File: config.mk
export PLATFORM = sky130hd
export DESIGN_NAME = obj_bg_pixel_mixer
export DESIGN_NICKNAME = d
export VERILOG_FILES = /design/src/rtl/obj_bg_pixel_mixer.sv
export SDC_FILE = /design/constraint.sdc
export NUM_CORES = 1
export LEC_CHECK = 0
export ABC_AREA = 1
export BUFFER_PORTS_ARGS = -buffer_cell sky130_fd_sc_hd__buf_2
export CORE_MARGIN = 2
export CORE_UTILIZATION = 50
export DETAILED_ROUTE_END_ITERATION = 6
export PLACE_DENSITY_LB_ADDON = 0.2
export SLEW_MARGIN = 20
export SYNTH_ARGS = -nofsm -noshare
export SYNTH_HDL_FRONTEND = slang
export SYNTH_SLANG_ARGS = --single-unit
File: constraint.sdc
create_clock -name clock -period 7.5 [get_ports clock]
set_input_delay 0.75 -clock clock [delete_from_list [all_inputs] [get_ports clock]]
set_output_delay 0.75 -clock clock [all_outputs]
set_load 0.02 [all_outputs]
File: src/rtl/obj_bg_pixel_mixer.sv
// Per-dot layer mixer: picks the top two opaque layers (OBJ, BG0..BG3, backdrop),
// reads both colours from palette RAM and applies the blend/brighten/darken effect.
module obj_bg_pixel_mixer #(
  parameter int unsigned PAL_LAT = 1
) (
  input  logic        clock,
  input  logic        reset,
  input  logic        pixel_en,
  input  logic [7:0]  hcount,
  input  logic [19:0] obj_packet,
  input  logic [19:0] bg0_packet,
  input  logic [19:0] bg1_packet,
  input  logic [19:0] bg2_packet,
  input  logic [19:0] bg3_packet,
  input  logic [15:0] dispcnt,
  input  logic [15:0] bldcnt,
  input  logic [15:0] bldalpha,
  input  logic [15:0] bldy,
  output logic [8:0]  pal_addr,
  input  logic [15:0] pal_data,
  output logic [14:0] pixel_color,
  output logic [7:0]  pixel_col,
  output logic        pixel_valid,
  output logic        overrun
);

  localparam int unsigned NUM_SCAN = 5;
  localparam int unsigned NUM_CH   = 3;
  localparam int unsigned CH_W     = 5;
  localparam logic [2:0]  ID_OBJ      = 3'd4;
  localparam logic [2:0]  ID_BACKDROP = 3'd5;
  localparam logic [4:0]  EV_MAX      = 5'd16;
  localparam logic [1:0]  MODE_ALPHA  = 2'd1;
  localparam logic [1:0]  MODE_BRIGHT = 2'd2;
  localparam logic [1:0]  MODE_DARK   = 2'd3;
  // Scan order OBJ, BG0..BG3: a strict-less compare keeps the earlier entry on ties
  localparam logic [2:0]  SCAN_ID [NUM_SCAN] = '{3'd4, 3'd0, 3'd1, 3'd2, 3'd3};

  typedef enum logic [2:0] {S_IDLE, S_RD1, S_RD2, S_MIX, S_OUT} state_e;

  state_e      state_q, state_d;
  logic [2:0]  id1_q, id1_d, id2_q, id2_d;
  logic [8:0]  addr2_q, addr2_d;
  logic [1:0]  objmode_q, objmode_d;
  logic [7:0]  col_q, col_d;
  logic        blank_q, blank_d;
  logic [1:0]  mode_q, mode_d;
  logic [7:0]  tgt1_q, tgt1_d, tgt2_q, tgt2_d;
  logic [4:0]  eva_q, eva_d, evb_q, evb_d, evy_q, evy_d;
  logic [14:0] c1_q, c1_d;
  logic [8:0]  pal_addr_q, pal_addr_d;
  logic [14:0] pixel_color_q, pixel_color_d;
  logic [7:0]  pixel_col_q, pixel_col_d;
  logic        pixel_valid_q, pixel_valid_d;
  logic        overrun_q, overrun_d;

  function automatic logic [4:0] sat_ev(input logic [4:0] ev);
    return (ev > EV_MAX) ? EV_MAX : ev;
  endfunction

  function automatic logic [4:0] ch_alpha(input logic [4:0] a, input logic [4:0] b,
                                          input logic [4:0] ea, input logic [4:0] eb);
    logic [9:0] sum;
    logic [5:0] q;
    sum = 10'(a) * 10'(ea) + 10'(b) * 10'(eb);
    q   = 6'(sum >> 4);
    return (q > 6'd31) ? 5'd31 : q[4:0];
  endfunction

  function automatic logic [4:0] ch_bright(input logic [4:0] a, input logic [4:0] ev);
    logic [8:0] p;
    p = 9'(5'd31 - a) * 9'(ev);
    return a + 5'(p >> 4);
  endfunction

  function automatic logic [4:0] ch_dark(input logic [4:0] a, input logic [4:0] ev);
    logic [8:0] p;
    p = 9'(a) * 9'(ev);
    return a - 5'(p >> 4);
  endfunction

  // Per-layer priority, palette address and opacity in scan order
  logic [1:0]          scan_prio [NUM_SCAN];
  logic [8:0]          scan_addr [NUM_SCAN];
  logic [NUM_SCAN-1:0] scan_opq;

  always_comb begin
    scan_prio[0] = obj_packet[19:18];
    scan_prio[1] = bg0_packet[19:18];
    scan_prio[2] = bg1_packet[19:18];
    scan_prio[3] = bg2_packet[19:18];
    scan_prio[4] = bg3_packet[19:18];
    scan_addr[0] = obj_packet[8:0];
    scan_addr[1] = bg0_packet[8:0];
    scan_addr[2] = bg1_packet[8:0];
    scan_addr[3] = bg2_packet[8:0];
    scan_addr[4] = bg3_packet[8:0];
    scan_opq[0]  = dispcnt[12] & ~obj_packet[12];
    scan_opq[1]  = dispcnt[8]  & ~bg0_packet[12];
    scan_opq[2]  = dispcnt[9]  & ~bg1_packet[12];
    scan_opq[3]  = dispcnt[10] & ~bg2_packet[12];
    scan_opq[4]  = dispcnt[11] & ~bg3_packet[12];
  end

  logic       have1_c, have2_c;
  logic [2:0] k1_c, k2_c;
  logic [1:0] pri1_c, pri2_c;
  logic [2:0] id1_c, id2_c;
  logic [8:0] addr1_c, addr2_c;

  // First and second opaque layers; backdrop fills whatever is missing
  always_comb begin
    have1_c = 1'b0;
    k1_c    = '0;
    pri1_c  = '0;
    have2_c = 1'b0;
    k2_c    = '0;
    pri2_c  = '0;
    for (int k = 0; k < NUM_SCAN; k++) begin
      if (scan_opq[k] && (!have1_c || (scan_prio[k] < pri1_c))) begin
        have1_c = 1'b1;
        k1_c    = 3'(k);
        pri1_c  = scan_prio[k];
      end
    end
    for (int k = 0; k < NUM_SCAN; k++) begin
      if (scan_opq[k] && !(have1_c && (3'(k) == k1_c)) &&
          (!have2_c || (scan_prio[k] < pri2_c))) begin
        have2_c = 1'b1;
        k2_c    = 3'(k);
        pri2_c  = scan_prio[k];
      end
    end
    id1_c   = have1_c ? SCAN_ID[k1_c]   : ID_BACKDROP;
    addr1_c = have1_c ? scan_addr[k1_c] : 9'h000;
    id2_c   = have2_c ? SCAN_ID[k2_c]   : ID_BACKDROP;
    addr2_c = have2_c ? scan_addr[k2_c] : 9'h000;
  end

  logic        t1_c, t2_c, semi_c;
  logic [14:0] c2_c, effect_c;

  assign c2_c = pal_data[14:0];

  // Colour effect on the registered first colour and the second colour arriving now
  always_comb begin
    t1_c     = tgt1_q[id1_q];
    t2_c     = tgt2_q[id2_q];
    semi_c   = (id1_q == ID_OBJ) && (objmode_q == 2'd1) && t2_c;
    effect_c = c1_q;
    if (blank_q) begin
      effect_c = 15'h7FFF;
    end else if (semi_c || ((mode_q == MODE_ALPHA) && t1_c && t2_c)) begin
      for (int ch = 0; ch < NUM_CH; ch++)
        effect_c[ch*CH_W +: CH_W] = ch_alpha(c1_q[ch*CH_W +: CH_W], c2_c[ch*CH_W +: CH_W],
                                             eva_q, evb_q);
    end else if ((mode_q == MODE_BRIGHT) && t1_c) begin
      for (int ch = 0; ch < NUM_CH; ch++)
        effect_c[ch*CH_W +: CH_W] = ch_bright(c1_q[ch*CH_W +: CH_W], evy_q);
    end else if ((mode_q == MODE_DARK) && t1_c) begin
      for (int ch = 0; ch < NUM_CH; ch++)
        effect_c[ch*CH_W +: CH_W] = ch_dark(c1_q[ch*CH_W +: CH_W], evy_q);
    end
  end

  logic accept_c;
  assign accept_c = pixel_en && ((state_q == S_IDLE) || (state_q == S_OUT));

  // Next-state and datapath loads
  always_comb begin
    state_d       = state_q;
    id1_d         = id1_q;
    id2_d         = id2_q;
    addr2_d       = addr2_q;
    objmode_d     = objmode_q;
    col_d         = col_q;
    blank_d       = blank_q;
    mode_d        = mode_q;
    tgt1_d        = tgt1_q;
    tgt2_d        = tgt2_q;
    eva_d         = eva_q;
    evb_d         = evb_q;
    evy_d         = evy_q;
    c1_d          = c1_q;
    pal_addr_d    = pal_addr_q;
    pixel_color_d = pixel_color_q;
    pixel_col_d   = pixel_col_q;
    pixel_valid_d = 1'b0;
    overrun_d     = overrun_q;
    case (state_q)
      S_IDLE: if (pixel_en) state_d = S_RD1;
      S_RD1: begin
        state_d    = S_RD2;
        pal_addr_d = addr2_q;
        overrun_d  = overrun_q | pixel_en;
      end
      S_RD2: begin
        state_d   = S_MIX;
        c1_d      = pal_data[14:0];
        overrun_d = overrun_q | pixel_en;
      end
      S_MIX: begin
        state_d       = S_OUT;
        pixel_color_d = effect_c;
        pixel_col_d   = col_q;
        pixel_valid_d = 1'b1;
        overrun_d     = overrun_q | pixel_en;
      end
      S_OUT:   state_d = pixel_en ? S_RD1 : S_IDLE;
      default: state_d = S_IDLE;
    endcase
    if (accept_c) begin
      id1_d      = id1_c;
      id2_d      = id2_c;
      addr2_d    = addr2_c;
      pal_addr_d = addr1_c;
      objmode_d  = obj_packet[14:13];
      col_d      = hcount;
      blank_d    = dispcnt[7];
      mode_d     = bldcnt[7:6];
      tgt1_d     = {2'b00, bldcnt[5:0]};
      tgt2_d     = {2'b00, bldcnt[13:8]};
      eva_d      = sat_ev(bldalpha[4:0]);
      evb_d      = sat_ev(bldalpha[12:8]);
      evy_d      = sat_ev(bldy[4:0]);
    end
  end

  always_ff @(posedge clock) begin
    if (reset) begin
      state_q       <= S_IDLE;
      id1_q         <= ID_BACKDROP;
      id2_q         <= ID_BACKDROP;
      addr2_q       <= '0;
      objmode_q     <= '0;
      col_q         <= '0;
      blank_q       <= 1'b0;
      mode_q        <= '0;
      tgt1_q        <= '0;
      tgt2_q        <= '0;
      eva_q         <= '0;
      evb_q         <= '0;
      evy_q         <= '0;
      c1_q          <= '0;
      pal_addr_q    <= '0;
      pixel_color_q <= '0;
      pixel_col_q   <= '0;
      pixel_valid_q <= 1'b0;
      overrun_q     <= 1'b0;
    end else begin
      state_q       <= state_d;
      id1_q         <= id1_d;
      id2_q         <= id2_d;
      addr2_q       <= addr2_d;
      objmode_q     <= objmode_d;
      col_q         <= col_d;
      blank_q       <= blank_d;
      mode_q        <= mode_d;
      tgt1_q        <= tgt1_d;
      tgt2_q        <= tgt2_d;
      eva_q         <= eva_d;
      evb_q         <= evb_d;
      evy_q         <= evy_d;
      c1_q          <= c1_d;
      pal_addr_q    <= pal_addr_d;
      pixel_color_q <= pixel_color_d;
      pixel_col_q   <= pixel_col_d;
      pixel_valid_q <= pixel_valid_d;
      overrun_q     <= overrun_d;
    end
  end

  assign pal_addr    = pal_addr_q;
  assign pixel_color = pixel_color_q;
  assign pixel_col   = pixel_col_q;
  assign pixel_valid = pixel_valid_q;
  assign overrun     = overrun_q;

  // Producer tags, reserved bits and unused register fields carry no meaning here
  logic unused_bits;
  assign unused_bits = ^{obj_packet[17:15], obj_packet[11:9],
                         bg0_packet[17:13], bg0_packet[11:9],
                         bg1_packet[17:13], bg1_packet[11:9],
                         bg2_packet[17:13], bg2_packet[11:9],
                         bg3_packet[17:13], bg3_packet[11:9],
                         dispcnt[15:13], dispcnt[6:0], bldcnt[15:14],
                         bldalpha[15:13], bldalpha[7:5], bldy[15:5],
                         pal_data[15], 1'(PAL_LAT)};

endmodule
# Word level (Yosys, flattened, before mapping)
# Memories as Yosys holds them, arrays and structs flattened.
# Cells that the tools add are included.
# totals
reg_bits	107
romBits	48
input_bits	191
out_inout_bits	34
word_cells	202
n_memories	2
# mem_list
memory	depth	word_bits	rd	rd_clocked_by_memory_dff	wr	line_no	rtl
(no name shown)	8	3	1	0	0	136	id2_c = have2_c ? SCAN_ID[k2_c] : ID_BACKDROP;
(no name shown)	8	3	1	0	0	134	id1_c = have1_c ? SCAN_ID[k1_c] : ID_BACKDROP;
# op_classes
add_sub_neg	12
multipliers	12
order_cmp	18
eq_ne	14
muxes	60
n_bitwise	13
n_reduce_logical	52
# ops
cell	count
$mux 9	8
$mul 5x5->10	6
$mux 15	4
$bmux 9 s3	2
$mux 3	13
$add 10x10->10	3
$mux 5	6
$mul 5x5->9	3
$mul 6x6->9	3
$logic_and 1x1->1	25
$gt 6x5->1 const B	3
$sub 5x5->6 const A	3
$lt 2x2->1	8
$mux 1	16
$mux 2	8
$add 5x5->5	3
$gt 5x5->1 const B	3
$pmux 3 s5	1
$sub 5x5->5	3
$logic_not 1->1	13
$logic_or 1x1->1	10
$ge 4x4->1 const B	2
$lt 3x4->1 const B	2
$not 3->4	2
other kinds (16)	31

# Logic depth before layout (Yosys ltp)
# Gate-level depths: netlist of the first run.
# logic_depth
word_depth	45
mapped_depth	63
depth_no_buf	62

# Worst setup path before layout of the first run
# Ideal clock, no wire load.
# synth_path
kind	input to register
from	in obj_packet[12]
to	reg addr2_q[6]
setup_ns	0.134
arrival_time_ns	6.449
required_time_ns	7.366
slack_ns	0.916
stages	59
cell_sequence	inv_1 > nand2_1 > inv_2 > nand2_1 > ha_1 > nand2_1 > nand2_1 > nand2_2 > nand2_2 > nand2_1 > nand2_1 > nor2_1 > nand2_1 > nand2_2 > nand2_2 > o21ai_0 > ha_1 > nand2_1 > [23 not listed] > o21ai_0 > ha_1 > nand2_1 > nand2_1 > nand2_2 > nand2_4 > nand2_1 > o21ai_0 > ha_1 > nand2_1 > nand2_1 > nand2_1 > nand2_2 > buf_6 > o21ai_0 > clkinv_1 > nand2_1 > a21oi_2
# synth_between
elab_chain_cells	45
# synth_rtl
item	line_no	rtl
start: declaration	10	input logic [19:0] obj_packet,
$not 1->1 *	98	scan_opq[0] = dispcnt[12] & ~obj_packet[12];
$and 1x1->1 *	98	
$mux 2 / $mux 1 (equally long branches)	120	if (scan_opq[k] && (!have1_c || (scan_prio[k] < pri1_c))) begin
$lt 2x2->1 / $logic_not 1->1 (equally long branches)	120	
$logic_or 1x1->1	120	
$logic_and 1x1->1	120	
$mux 2 / $mux 1 (equally long branches)	120	
$lt 2x2->1 / $logic_not 1->1 (equally long branches)	120	
[28 not listed]	-	
$lt 2x2->1 / $logic_not 1->1 (equally long branches)	128	(!have2_c || (scan_prio[k] < pri2_c))) begin
$logic_or 1x1->1	128	
$logic_and 1x1->1	127	if (scan_opq[k] && !(have1_c && (3'(k) == k1_c)) &&
$mux 3	127	
$not 3->4 (not written as such)	137	addr2_c = have2_c ? scan_addr[k2_c] : 9'h000;
$bmux 9 s3	137	
$mux 9 (not written as such) (2 in a row)	137	
$mux 9 *	137	
end signal: assignment	254	addr2_q <= addr2_d;
end: declaration	43	logic [8:0] addr2_q, addr2_d;
# Mark *: on every way between the ends. The rest lies on a longest branch, timed or not. The select of a mux whose other input is x is not followed.
# A chain may end at the register's enable or synchronous reset.

# Worst setup path in the final report of the first run
# layout_path
from	in obj_packet[12]
to	reg addr2_q[4]
# Same word-level chain as after synthesis.

==> flow_metrics.py, run 1 <==
metrics = {
    "routing": {
        "routed_wl_mm": 40.1,
        "routed_via_density": 5.25,
        "vias": 13510,
        "drt_iter0_drc": 730,
        "antenna_left": 0,
        "wl_per_cell_um": 15.6,
        "dr.pass1.iters": 5,
        "drc": 0,
    },
    "logic_synthesis": {
        "ys_types": 46,
        "avgSynthCellArea_um2": 7.25,
        "synth_area_um2": 15000,
        "ys_warn_count": 0,
        "synth_cells": 2071,
        "synthFlopType": "dfxtp_1",
        "synth_nets": 2608,
        "seq_area_frac_synth_pct": 14.3,
        "async_flop_share_pct": 0,
        "ys_seq_elements": 107,
        "synth_edf_count": 0,
    },
    "die": {
        "start_util_pct": 50.7,
        "coreArea_um2": 29600,
        "die_x_um": 177,
        "rows": 63,
        "die_h_um": 177,
        "die-area_um2": 31500,
        "io_pins": 225,
    },
    "placement": {
        "dpl_cell_area_um2": 16100,
        "gp_congestion": 0.925,
        "hpwlAfterDp_mm": 31.5,
        "io_buffers": 156,
    },
    "critical_path": {
        "cp-end-kind": "register",
        "critPathMaxStageDelay_ps": 290,
        "cp.arrival_ps": 7040,
        "startpoint_type": "input pin",
        "slowest_stage": "ha_1",
        "worst-setup-path-type": "input pin to register",
        "crit_top_cell": "nand2_1",
        "crit_path_max_fanout": 20,
        "crit_family": "simple AND/OR/NAND/NOR gates",
        "worstPathRequired_ps": 7730,
        "cp.buffers_inverters": 4,
    },
    "global_route": {
        "grt_pass1_vias": 13661,
        "grt_pass1_wl_mm": 66.8,
        "gr-usage-all-layers_pct": 26.4,
        "grt_overflow": 0,
        "grt_max_degree": 78,
        "antenna_found_initial": 6,
    },
    "cells_and_area": {
        "final_common_cell": "inv_1",
        "final_cell_mix": "inv_1 (434), nand2_1 (424), ha_1 (205)",
        "nFillCells": 2911,
        "fin_area_um2": 16500,
        "layout-drive-gt1-share_pct": 11.5,
        "area_delta_synth_final_pct": 9.76,
        "final_core_util_pct": 55.6,
        "final_nets": 2713,
    },
    "cts": {
        "cts_buffers": 9,
        "cts-htree-levels": 3,
        "clock_latency_ps": 370,
        "cts_root_buf": "clkbuf_16",
        "numClockSinks": 107,
        "clk_path_buf_depth": 2,
        "path_clk_slew_ps": 90,
        "tritoncts": "built",
    },
    "sta": {
        "setup_viol_count_final": 0,
        "fmax_mhz": 147,
        "period_needed_ps": 6810,
        "rsz0062_at_grt": "false",
        "worst_pin_slew_ps": 1000,
        "fin_worst_skew_ps": 12.6,
        "final_max_slew_viol_count": 0,
        "hold_viol": 0,
        "post-route-period-util_pct": 90.8,
        "slew_headroom_pct": 32.9,
        "fin_tns_setup_ps": 0,
    },
    "pwr": {
        "p_leak_uw": 0.00972,
        "powerDensity_nw_per_um2": 139,
        "irDropWorstVdd_mv": 0.127,
    },
    "run_status": {
        "outcome": "complete, no violations",
    },
    "flow_run": {
        "max-cap-violations": 0,
    },
    "worst_hold_path": {
        "hold_class": "register to register",
    },
}
flip-flops by register name, summed over array words and instances, names as in the netlist:
| name | count |
|---|---|
| tgt1_q | 6 |
| pixel_valid | 1 |
| tgt2_q | 6 |
| mode_q | 2 |
| eva_q | 5 |
| objmode_q | 2 |
| state_q | 3 |
| overrun | 1 |
| addr2_q | 9 |
| evb_q | 5 |
| c1_q | 15 |
| id1_q | 3 |
| blank_q | 1 |
| evy_q | 5 |
| pal_addr | 9 |
| pixel_col | 8 |
| pixel_color | 15 |
| col_q | 8 |
| id2_q | 3 |
path summary, 6_finish.rpt:
path / startpoint / endpoint / slack, ps / cells past startpoint
min: evb_q[2] / evb_q[2] / 480 / 2
min reg2reg: evb_q[2] / evb_q[2] / 480 / 2
max reg2reg: c1_q[7] / pixel_color[9] / 1500 / 22
max: obj_packet[12] / addr2_q[4] / 690 / 64
repair_timing:
item,CTS,global route
setup endpoints to repair,0,12
hold endpoints to repair,0,0
hold buffers,0,0
gates resized for setup,0,11
buffers inserted,0,0
metrics by stage:
stage	setup WS, ps	cells	power [uW]	hold slack, ps
2_1_floorplan	916	2071	1450	445
3_3_place_gp	131	2554	1740	450
3_5_place_dp	-60.0	2554	1770	462
4_1_cts	293	2570	2300	479
5_1_grt	0.579	2572	2480	500
6_report	690	2574	2290	476
Yosys cell counts, types with 2 or more instances:
master     number  area (um2)
a211o_1         7        61.3
a211oi_1        5        37.5
a21o_1         25         188
a21oi_1        65         325
a21oi_2         8        70.1
a22oi_1         5        37.5
a31oi_1        18         113
buf_1           3        11.3
buf_4           4        30.0
buf_6           5        56.3
clkbuf_1       72         270
clkinv_1        6        22.5
dfxtp_1       107        2140
fa_1          141        2820
ha_1          205        2560
inv_1         435        1630
inv_2           8        30.0
nand2_1       426        1600
nand2_2        18         113
nand2_4         2        22.5
nand3_1        57         285
nand4_1        26         163
nor2_1        163         612
nor2_2          4        25.0
o2111ai_1       2        17.5
o211ai_1        8        60.1
o21ai_0       110         551
o21ai_1         3        15.0
o21bai_1        6        45.0
o221ai_1       15         131
o22ai_1         3        18.8
o31ai_1         2        15.0
o41ai_1         4        35.0
or2_2           5        31.3
xnor2_1        49         429
xor2_1         39         342
cell families after synthesis:
| kind of cell | count (synthesis) | share of synthesized area [%] |
|---|---|---|
| and+or+nand+nor | 705 | 19.3 |
| buffers and inverters | 535 | 13.8 |
| adders and majority gates | 346 | 35.9 |
| AOI/OAI and AO/OA | 290 | 11.7 |
| DFF | 107 | 14.3 |
| xor gates and xnor gates | 88 | 5.13 |
worst min-delay path: cells and delay by family, from the launching register on:
| kind | cells | cell delay, ps |
|---|---|---|
| flops | 1 | 320 |
| simple gates | 1 | 60 |
| compound gates | 1 | 60 |
report_power, final:
group          internal, uW  switching (uW)  total, uW
combinational           411             659       1070
sequential              621            72.3        694
clock                   276             251        528
per-layer routing:
layer / wire length [um] / vias up / track usage, % / part of all wire (%)
met5: 27 / - / 0 / 0.067
met2: 18900 / 400 / 45.1 / 47
li1: - / 6638 / - / -
met3: 2720 / 63 / 4.82 / 6.8
met4: 835 / 4 / 6.97 / 2.1
met1: 17700 / 6405 / 34.4 / 44
layout make-up:
cell class / instances / area [um2] / share of cell area [%]
inverters: 449 / 1690 / 10.2
clock inverters: 7 / 108 / 0.653
flip-flops and latches: 107 / 2140 / 13.0
clock buffers: 9 / 225 / 1.37
multi-input cells: 1429 / 10800 / 65.8
repair buffers: 180 / 991 / 6.01
well taps: 390 / 488 / 2.96
diodes: 3 / 7.51 / 0.0455
Power figures use the tool's default switching activity.
==> run 2, diff against run 1 <==
--- a/config.mk
+++ b/config.mk
@@ -10,6 +10,7 @@
 export CORE_MARGIN = 2
 export CORE_UTILIZATION = 50
 export DETAILED_ROUTE_END_ITERATION = 6
+export GPL_ROUTABILITY_DRIVEN = 0
 export PLACE_DENSITY_LB_ADDON = 0.2
 export SLEW_MARGIN = 20
 export SYNTH_ARGS = -nofsm -noshare
==> constraint.sdc (replaced) <==
create_clock -name clock -period 6.9 [get_ports clock]
set_input_delay 0.69 -clock clock [delete_from_list [all_inputs] [get_ports clock]]
set_output_delay 0.69 -clock clock [all_outputs]
set_load 0.02 [all_outputs]
==> run 2 against run 1 <==
Effect of this change:
- final area rose by 2.8%
- critical path type unchanged
- non-clock buffer count rose by 41
- clock skew rose by 5.3 ps
- largest cell class unchanged
- global-route usage fell by 0.17 points
- count of clock-buffer cells in the layout did not move
- sequential share of layout area fell by 0.35 points
- clock power fell by 5.7%
- hold slack improved by 4.2 ps
- power rose by 7.1%
- worst setup slack got worse by 390 ps
- critical path depth fell by 1
==> flow_metrics.py, run 2 (synthesized netlist as in run 1, its figures left out) <==
metrics = {
    "run_status": {
        "outcome": "complete, no violations",
    },
    "sta": {
        "final_max_slew_viol_count": 0,
        "holdWs_ps": 480,
        "slew_headroom_pct": 29.3,
        "fin_tns_setup_ps": 0,
        "worst_pin_slew_ps": 1060,
        "period_needed_ps": 6600,
        "fin_worst_skew_ps": 17.9,
        "post-route-period-util_pct": 95.6,
        "fmax_mhz": 152,
        "setup_viol_count_final": 0,
        "hold_viol": 0,
    },
    "routing": {
        "routed_wl_mm": 40.4,
        "drt_iter0_drc": 818,
        "antenna_left": 0,
        "dr.pass1.iters": 5,
        "routed_via_density": 5.25,
        "drc": 0,
        "wl_per_cell_um": 15.5,
        "vias": 13716,
    },
    "pwr": {
        "irDropWorstVdd_mv": 0.156,
        "p_leak_uw": 0.00996,
        "powerDensity_nw_per_um2": 145,
    },
    "die": {
        "io_pins": 225,
        "die_h_um": 177,
        "rows": 63,
        "die_x_um": 177,
        "die-area_um2": 31500,
        "start_util_pct": 50.7,
        "coreArea_um2": 29600,
    },
    "critical_path": {
        "worstPathRequired_ps": 7180,
        "cp-end-kind": "register",
        "worst-setup-path-type": "input pin to register",
        "crit_path_max_fanout": 5,
        "critPathMaxStageDelay_ps": 300,
        "cp.arrival_ps": 6880,
        "slowest_stage": "ha_1",
        "r2r-start": "eva_q[3]",
        "crit_start": "obj_packet[12]",
        "startpoint_type": "input pin",
        "crit_top_cell": "nand2_2",
        "reg2reg_depth": 22,
    },
    "cts": {
        "clock_latency_ps": 360,
        "cts_buffers": 9,
        "cts_root_buf": "clkbuf_16",
        "tritoncts": "built",
        "numClockSinks": 107,
        "cts-htree-levels": 3,
        "path_clk_slew_ps": 80,
        "cts_hold_buf": 0,
        "clk_path_buf_depth": 2,
    },
    "global_route": {
        "grt_pass1_vias": 13782,
        "grt_pass1_wl_mm": 66.7,
        "gr-usage-all-layers_pct": 26.3,
        "antenna_found_initial": 4,
        "grt_max_degree": 78,
        "grt_overflow": 0,
    },
    "worst_hold_path": {
        "worstHoldStart": "addr2_q[0]",
        "hold_class": "register to register",
        "min_path_cells": 2,
    },
    "cells_and_area": {
        "final_core_util_pct": 57.2,
        "register_area_um2": 2140,
        "nFillCells": 2865,
        "final_cell_mix": "inv_1 (433), nand2_1 (410), ha_1 (202)",
        "multi_input_area_um2": 11000,
        "area_delta_synth_final_pct": 12.8,
        "layout-drive-gt1-share_pct": 14.1,
        "final_nets": 2754,
        "final_common_cell": "inv_1",
    },
    "placement": {
        "io_buffers": 156,
        "hpwlAfterDp_mm": 31.6,
    },
    "flow_run": {
        "max-cap-violations": 0,
    },
}
==> run 2: cell types whose count changed in the layout (fill, tap and decap cells not counted), moves of 3 or more <==
cell,change
nand2_4,+8
ha_1,-3
ha_4,+3
nand2_2,+6
nand2_1,-14
buf_4,+36
inv_8,-4
inv_6,+3
o21ai_1,+5
nand3_1,-4
o21ai_0,-5
==> run 2: per-stage QoR <==
stage / total power, uW / worst slack, ps / cell area (um2) / cells
final: 2450 / 305 / 16900 / 2615
after global placement: 1890 / 4.02 / 16300 / 2580
after detailed placement: 1930 / -262 / 16300 / 2580
after CTS: 2420 / 71.7 / 16600 / 2594
after floorplan: 1580 / 376 / 15000 / 2071
after global routing: 2670 / -130 / 16900 / 2611
==> run 2: worst paths after layout <==
kind,slack [ps],endpoint
max,300,addr2_q[0]
min reg2reg,480,addr2_q[0]
min,480,addr2_q[0]
max reg2reg,1020,pixel_color[9]
==> run 2: layout make-up <==
class,instances,area share (%)
Timing Repair Buffer,221,7.96
Clock buffer,9,1.33
Antenna cell,5,0.0738
Inverter,449,9.95
Sequential cell,107,12.6
Clock inverter,5,0.229
Multi-Input combinational cell,1429,64.9
Tap cell,390,2.88
==> run 2: worst max-delay path, delay by kind of cell <==
kind                     cells  cell delay [ps]
adder cells (fa/ha/maj)      7             1780
AO/OA/AOI/OAI                6              560
AND/OR/NAND/NOR             46             3380
buffers and inverters        4              410
==> run 2: power by group <==
part           internal [uW]  leakage, uW  total, uW  switching, uW
registers                675     0.000877        739           63.9
clock network            245     0.000129        498            252
logic                    479      0.00896       1220            737
==> run 2: metal layers <==
| metal | vias up | global-route usage, % | routed length (um) |
|---|---|---|---|
| met5 | - | 0 | 0 |
| met4 | 0 | 6.90 | 848 |
| met3 | 58 | 5.14 | 3160 |
| met2 | 457 | 45.0 | 19200 |
| met1 | 6477 | 33.9 | 17300 |
| li1 | 6724 | - | - |
==> run 2: timing repair <==
action                     CTS  global route
resized for setup            0            54
buffers inserted             0            12
setup endpoints to repair    0            12
